### config.mk
export PLATFORM = sky130hd
export DESIGN_NAME = fetch_ctrl
export DESIGN_NICKNAME = d
export VERILOG_FILES = /design/src/rtl/fetch_ctrl.sv
export SDC_FILE = /design/constraint.sdc
export NUM_CORES = 1
export LEC_CHECK = 0
export BUFFER_PORTS_ARGS = -buffer_cell sky130_fd_sc_hd__clkbuf_2
export CAP_MARGIN = 5
export CELL_PAD_IN_SITES_DETAIL_PLACEMENT = 0
export CELL_PAD_IN_SITES_GLOBAL_PLACEMENT = 1
export CORE_AREA = 2 2 123 185
export CTS_CLUSTER_DIAMETER = 80
export CTS_CLUSTER_SIZE = 30
export DETAILED_ROUTE_END_ITERATION = 10
export DIE_AREA = 0 0 125 187
export PLACE_DENSITY_LB_ADDON = 0.15
export SLEW_MARGIN = 20
export SYNTH_ARGS = -nofsm -noshare
export SYNTH_HDL_FRONTEND = slang
export SYNTH_SLANG_ARGS = --single-unit
### constraint.sdc
create_clock -name clk -period 2.8 [get_ports clk]
set_clock_uncertainty 0.05 [all_clocks]
set_input_delay 0.56 -clock clk [delete_from_list [all_inputs] [get_ports clk]]
set_output_delay 0.56 -clock clk [all_outputs]
set_load 0.05 [all_outputs]
### src/rtl/fetch_ctrl.sv
// Instruction fetch controller: one outstanding bus request, one held instruction for decode.
// Optional macro FETCH_ADDR_CHECK_EN turns misaligned fetch targets into fetch_adel faults.
module fetch_ctrl #(
    parameter logic [31:0] RESET_VECTOR = 32'hbfc00000
) (
    input  logic        clk,
    input  logic        rst,
    input  logic        stall_if,
    input  logic        branch_flag,
    input  logic [31:0] branch_addr,
    input  logic        flush,
    input  logic [31:0] flush_pc,
    output logic        inst_req,
    output logic [31:0] inst_addr,
    input  logic        inst_ack,
    input  logic [31:0] inst_rdata,
    output logic        inst_valid,
    output logic [31:0] inst_pc,
    output logic [31:0] inst,
    output logic        fetch_adel
);

    typedef enum logic [1:0] {
        IDLE  = 2'd0,
        FETCH = 2'd1,
        OUT   = 2'd2,
        DRAIN = 2'd3
    } state_t;

    state_t      r_state;
    logic        r_inst_req;
    logic [31:0] r_inst_addr;
    logic        r_inst_valid;
    logic [31:0] r_inst_pc;
    logic [31:0] r_inst;
    logic        r_fetch_adel;
    logic        r_br_pend;
    logic [31:0] r_br_tgt;
    logic [31:0] r_redir;

    state_t      w_nxt_state;
    logic        w_nxt_inst_req;
    logic [31:0] w_nxt_inst_addr;
    logic        w_nxt_inst_valid;
    logic [31:0] w_nxt_inst_pc;
    logic [31:0] w_nxt_inst;
    logic        w_nxt_fetch_adel;
    logic        w_nxt_br_pend;
    logic [31:0] w_nxt_br_tgt;
    logic [31:0] w_nxt_redir;

    logic        w_launch;
    logic [31:0] w_launch_addr;
    logic [31:0] w_seq_addr;
    logic        w_misaligned;

    // Sequential successor when the held instruction is consumed
    always_comb begin
        if (branch_flag)
            w_seq_addr = branch_addr;
        else if (r_br_pend)
            w_seq_addr = r_br_tgt;
        else
            w_seq_addr = r_inst_pc + 32'd4;
    end

    always_comb begin
        w_nxt_state      = r_state;
        w_nxt_inst_req   = r_inst_req;
        w_nxt_inst_addr  = r_inst_addr;
        w_nxt_inst_valid = r_inst_valid;
        w_nxt_inst_pc    = r_inst_pc;
        w_nxt_inst       = r_inst;
        w_nxt_fetch_adel = r_fetch_adel;
        w_nxt_br_pend    = r_br_pend;
        w_nxt_br_tgt     = r_br_tgt;
        w_nxt_redir      = r_redir;
        w_launch         = 1'b0;
        w_launch_addr    = r_inst_addr;
        w_misaligned     = 1'b0;

        case (r_state)
            IDLE: begin
                w_launch      = 1'b1;
                w_launch_addr = flush ? flush_pc : RESET_VECTOR;
                w_nxt_br_pend = 1'b0;
            end
            FETCH: begin
                if (flush) begin
                    w_nxt_br_pend = 1'b0;
                    if (inst_ack) begin
                        w_launch      = 1'b1;
                        w_launch_addr = flush_pc;
                    end else begin
                        // Bus transaction cannot be cancelled; wait it out in DRAIN
                        w_nxt_state = DRAIN;
                        w_nxt_redir = flush_pc;
                    end
                end else begin
                    if (branch_flag) begin
                        w_nxt_br_pend = 1'b1;
                        w_nxt_br_tgt  = branch_addr;
                    end
                    if (inst_ack) begin
                        w_nxt_state      = OUT;
                        w_nxt_inst_req   = 1'b0;
                        w_nxt_inst_valid = 1'b1;
                        w_nxt_inst       = inst_rdata;
                        w_nxt_inst_pc    = r_inst_addr;
                        w_nxt_fetch_adel = 1'b0;
                    end
                end
            end
            OUT: begin
                if (flush) begin
                    w_nxt_br_pend = 1'b0;
                    w_launch      = 1'b1;
                    w_launch_addr = flush_pc;
                end else if (stall_if) begin
                    if (branch_flag) begin
                        w_nxt_br_pend = 1'b1;
                        w_nxt_br_tgt  = branch_addr;
                    end
                end else begin
                    w_nxt_br_pend = 1'b0;
                    w_launch      = 1'b1;
                    w_launch_addr = w_seq_addr;
                end
            end
            DRAIN: begin
                if (flush)
                    w_nxt_redir = flush_pc;
                if (inst_ack) begin
                    w_launch      = 1'b1;
                    w_launch_addr = flush ? flush_pc : r_redir;
                end
            end
            default: begin
                w_nxt_state    = IDLE;
                w_nxt_inst_req = 1'b0;
            end
        endcase

`ifdef FETCH_ADDR_CHECK_EN
        w_misaligned = (w_launch_addr[1:0] != 2'b00);
`else
        w_misaligned = 1'b0;
`endif

        // Start a new fetch, or fault it straight into OUT when misaligned
        if (w_launch) begin
            w_nxt_inst_addr = w_launch_addr;
            if (w_misaligned) begin
                w_nxt_state      = OUT;
                w_nxt_inst_req   = 1'b0;
                w_nxt_inst_valid = 1'b1;
                w_nxt_inst       = 32'h0;
                w_nxt_inst_pc    = w_launch_addr;
                w_nxt_fetch_adel = 1'b1;
            end else begin
                w_nxt_state      = FETCH;
                w_nxt_inst_req   = 1'b1;
                w_nxt_inst_valid = 1'b0;
                w_nxt_fetch_adel = 1'b0;
            end
        end
    end

    always_ff @(posedge clk) begin
        if (rst) begin
            r_state      <= IDLE;
            r_inst_req   <= 1'b0;
            r_inst_addr  <= RESET_VECTOR;
            r_inst_valid <= 1'b0;
            r_inst_pc    <= 32'h0;
            r_inst       <= 32'h0;
            r_fetch_adel <= 1'b0;
            r_br_pend    <= 1'b0;
            r_br_tgt     <= 32'h0;
            r_redir      <= 32'h0;
        end else begin
            r_state      <= w_nxt_state;
            r_inst_req   <= w_nxt_inst_req;
            r_inst_addr  <= w_nxt_inst_addr;
            r_inst_valid <= w_nxt_inst_valid;
            r_inst_pc    <= w_nxt_inst_pc;
            r_inst       <= w_nxt_inst;
            r_fetch_adel <= w_nxt_fetch_adel;
            r_br_pend    <= w_nxt_br_pend;
            r_br_tgt     <= w_nxt_br_tgt;
            r_redir      <= w_nxt_redir;
        end
    end

    assign inst_req   = r_inst_req;
    assign inst_addr  = r_inst_addr;
    assign inst_valid = r_inst_valid;
    assign inst_pc    = r_inst_pc;
    assign inst       = r_inst;
    assign fetch_adel = r_fetch_adel;

endmodule

== Word-level counts from Yosys, hierarchy flattened ==
Cells that the tools add are included.
Cells by class
  bitwise operators: 1
  multiplexer cells: 37
  reduce and logical (&&, ||, !) cells: 16
  equality and inequality tests: 14
  $add $sub $neg: 1
Operator list (number)
  32-bit two-way mux: 15
  32-bit case mux with 2 select lines: 2
  32-bit case mux with 4 select lines: 1
  32-bit by 3-bit adder with 32-bit output, second input constant: 1
  2-bit != test, second input constant: 8
  3-bit AND reduction: 5
  1-bit two-way mux: 14
  2-bit nonzero test: 5
  2-bit two-way mux: 3
  3-bit nonzero test: 2
  5-bit AND reduction: 1
  2-bit == test, second input constant: 2
  1-bit case mux with 4 select lines: 1
  4-bit AND reduction: 1
  3-bit by 2-bit != test with 1-bit output, second input constant: 1
  3-bit != test, second input constant: 1
  1-bit case mux with 3 select lines: 1
  2-bit by 1-bit == test with 1-bit output, second input constant: 1
  2-bit logical NOT: 1
  2-bit by 1-bit != test with 1-bit output, second input constant: 1
  2-bit OR reduction: 1
  1-bit inverter: 1
Word-level totals
  output and inout port bits: 99
  bits in registers: 165
  input port bits: 102

== Logic depth before layout (Yosys ltp) ==
  depth in word-level cells: 6
  depth in mapped cells: 11
  mapped depth without buffers: 8

== Worst setup path before layout ==
OpenSTA, ideal clock, no wires.
  kind: reg2reg
  from: reg r_inst_pc[7] (netlist: inst_pc[7])
  to: reg r_inst_addr[15] (netlist: inst_addr[15])
  setup slack: 0.041 ns
  setup time: 0.088 ns
  data required time: 2.662 ns
  stages on the path, launching flop included: 8
  arrival: 2.620 ns
  path buffers: 1
  cell sequence: dfxtp_1 nand4_2 or4_1 buf_2 or3_1 a311o_1 a21o_1 a311oi_2
On the way
  word-level cells in the longest chain between the ends: 6
Ends and longest elaborated chain
  start: declaration: line 34  | logic [31:0] r_inst_pc;
  start signal: assignment: line 186  | r_inst_pc <= w_nxt_inst_pc;
  32-bit by 3-bit adder with 32-bit output: line 64  | w_seq_addr = r_inst_pc + 32'd4;
  32-bit two-way mux: line 61  | else if (r_br_pend)
  32-bit two-way mux: line 59  | if (branch_flag)
  32-bit two-way mux: line 119  | end else if (stall_if) begin
  32-bit two-way mux: line 115  | if (flush) begin
  32-bit case mux with 4 select lines: line 82  | case (r_state)
  end signal: assignment: line 184  | r_inst_addr <= w_nxt_inst_addr;
  end: declaration: line 32  | logic [31:0] r_inst_addr;
No other way between the ends. The select of a mux whose other input is x is not followed.
A chain may end at the register's enable or synchronous reset.

== Worst setup path after layout ==
Same ends and word-level chain as after synthesis.

==> out/results.ini <==
[cts]
cts_buffers = 17
cts_tree = yes
cts-root-buf = clkbuf_16
h-tree-depth = 4
clk_latency_ns = 0.43
clk_path_buf_depth = 2
clk_pin_slew_ns = 0.07
cts.sink_count = 165
hold_buffers = 0
cts.repair.resized = 0
postCtsSetupRepairBufs = 0

[place]
dp_hpwl_mm = 21.4
gp_congestion = 0.841
dp_cells = 1548
pre_cts_ws_ns = 0.227
port_buffers = 199

[status]
outcome = complete, no violations

[logic_synthesis]
synth_common_cells = 326 x nand2_1, 194 x a21oi_1, 165 x dfxtp_1
synth-edff-count = 0
netlist_area_sq_mm = 0.00820
synth_ff_type = dfxtp_1
synth_top_family_by_area = compound AO/OA/AOI/OAI gates
syn_inst = 1116
synthMostInstantiatedCell = nand2_1
synth-xor-area-share_pct = 2.67
yosysTopAreaCell = dfxtp_1
synth-simple-area-share_pct = 23.9
synth_compound_area_share_pct = 24.3
synth.distinct_cells = 62
ys_seq_area_share_pct = 40.3
ys_ff_latch = 165
netlist.area_leader.share_pct = 40.3
async_flop_share_pct = 0
syn_nets = 1226
yosys_warnings = 0
synthMuxAreaShare_pct = 1.54
avgSynthCellArea_sq_um = 7.34
ys_top_cells_by_area = dfxtp_1 40%, nand2_1 15%, a21oi_1 12%
synth_fa_ha_area_share_pct = 1.22

[detailed_routing]
drc = 0
wl_per_cell_microns = 18.3
drt-initial-drc-count = 474
dr.pass1.iters = 5
routed_wl_mm = 29.0
dr_total_vias = 8456
via_per_inst = 5.35
ant_nets = 0

[worst_setup_path]
worstSetupPathType = register to register
reg2reg_from = inst_pc[7]
rr_worst_depth = 6
path_max_fanout = 6
worst-endpoint-required_ns = 3.10
end_kind = register
worstPathArrival_ns = 2.89
startpoint = inst_pc[7]
start_kind = register
endpoint = inst_addr[15]
r2r_slack_ns = 0.21
rr_endpoint = inst_addr[15]

[layout]
nNetsFinal = 1401
num-fill-cells = 2357
finalNonFillerCells = 1580
multi_input_area_sq_mm = 0.00441
seqCellArea_sq_mm = 0.00330
n_antenna_cell = 0
syn_to_final_growth_pct = 23.8
drive_gt1_share_pct = 22.5

[grt]
grt_max_degree = 73
grt_usage_pct = 24.4
grt_remaining_overflow = 0
grt_pass1_vias = 7794
grt_pass1_wl_mm = 45.5
antenna_found_initial = 0

[power_and_ir_drop]
power_w = 0.00645
peakVddDrop_mv = 0.361
leakage_nw = 3.93
power.density_mw_per_mm2 = 635

[floorplan]
io-pin-count = 201
rows = 67
die_x_microns = 125
die_h_microns = 187
initial_utilization_pct = 37.3
coreArea_sq_mm = 0.0220
die_area_sq_mm = 0.0234

[sta]
tightest_slew_ns = 0.665
slew_viol_final = 0
period_share_pct = 92.6
fmax_mhz = 386
setup_violations = 0
relSlewSlack_pct = 55.5
timing.final.ws_setup_ns = 0.206
period_minus_slack_ns = 2.59
fin_tns_setup_ns = 0
hold_viol_final = 0
hold_ws_ns = 0.292
rsz0062_at_grt = no

[flow_run]
drv_cap = 0

[hold_path]
hold_class = primary input to register

## per-layer routing
metal	wire length (microns)	vias up	GRT usage [%]
li1	-	4228	-
met1	13300	3894	33.9
met2	13500	301	39.1
met3	1690	33	4.26
met4	526	0	6.58
met5	0	-	0
## area by class of cell
cell class	count	area share, %
tap	276	3.40
timing repair buffer	243	14.0
sequential	165	32.5
inverter	22	0.814
multi-input combinational	842	43.4
clock buffer	17	4.19
clock inverter	15	1.66
## logic make-up after synthesis
| kind of cell | after synthesis |
|---|---|
| AO/OA/AOI/OAI | 333 |
| XOR/XNOR | 25 |
| adder cells (fa/ha/maj) | 8 |
| buffers and inverters | 109 |
| flip-flops | 165 |
| multiplexers | 12 |
| other | 1 |
| AND/OR/NAND/NOR | 463 |
## per-stage QoR
| step | util (%) | cell area [sq um] |
|---|---|---|
| 2_1_floorplan | - | 8200 |
| 3_3_place_gp | 43.5 | 9550 |
| 3_5_place_dp | 43.5 | 9550 |
| 4_1_cts | 46.2 | 10100 |
| 5_1_grt | 46.2 | 10100 |
| 6_report | 46.2 | 10100 |
## worst max-delay path, stage by stage, from the launching register on
cell	delay, ns
dfxtp_1	0.44
nand4_2	0.19
or4_1	0.70
or3_1	0.37
a311o_1	0.33
a21o_1	0.19
a311oi_2	0.25
## sequential cells by signal, summed over array words and instances, names as in the netlist
| register | count |
|---|---|
| inst | 32 |
| inst_addr | 32 |
| inst_pc | 32 |
| r_br_tgt | 32 |
| r_redir | 32 |
| r_state | 2 |
| inst_req | 1 |
| inst_valid | 1 |
| r_br_pend | 1 |
## placed cells by master (no fill, tap or decap), drive strengths merged, types with 17 or more instances in the layout
master  netlist  final
a21oi       194    194
buf           9     45
clkbuf       78    215
dfxtp       165    165
inv          22     28
nand2       326    326
nand3        23     23
nor2         44     44
o21ai        40     40
xnor2        17     17
## how the worst min path moves through the flow
stage                  startpoint      endpoint  slack [ns]  cells after the start
finish              inst_rdata[5]       inst[5]        0.29                      3
global route        inst_rdata[2]       inst[2]        0.29                      3
CTS                 inst_rdata[5]       inst[5]        0.27                      3
detailed placement       inst[31]      inst[31]        0.40                      2
global placement         inst[28]      inst[28]        0.39                      2
floorplan            r_br_tgt[13]  r_br_tgt[13]        0.38                      2
## report_power, final
group | internal (W) | switching, W | total, W
Clock | 0.00133 | 0.00106 | 0.00240
Combinational | 0.000423 | 0.000991 | 0.00141
Sequential | 0.00250 | 0.000138 | 0.00263
Total | 0.00425 | 0.00219 | 0.00645
No activity file was read; power rests on OpenSTA's default activity.
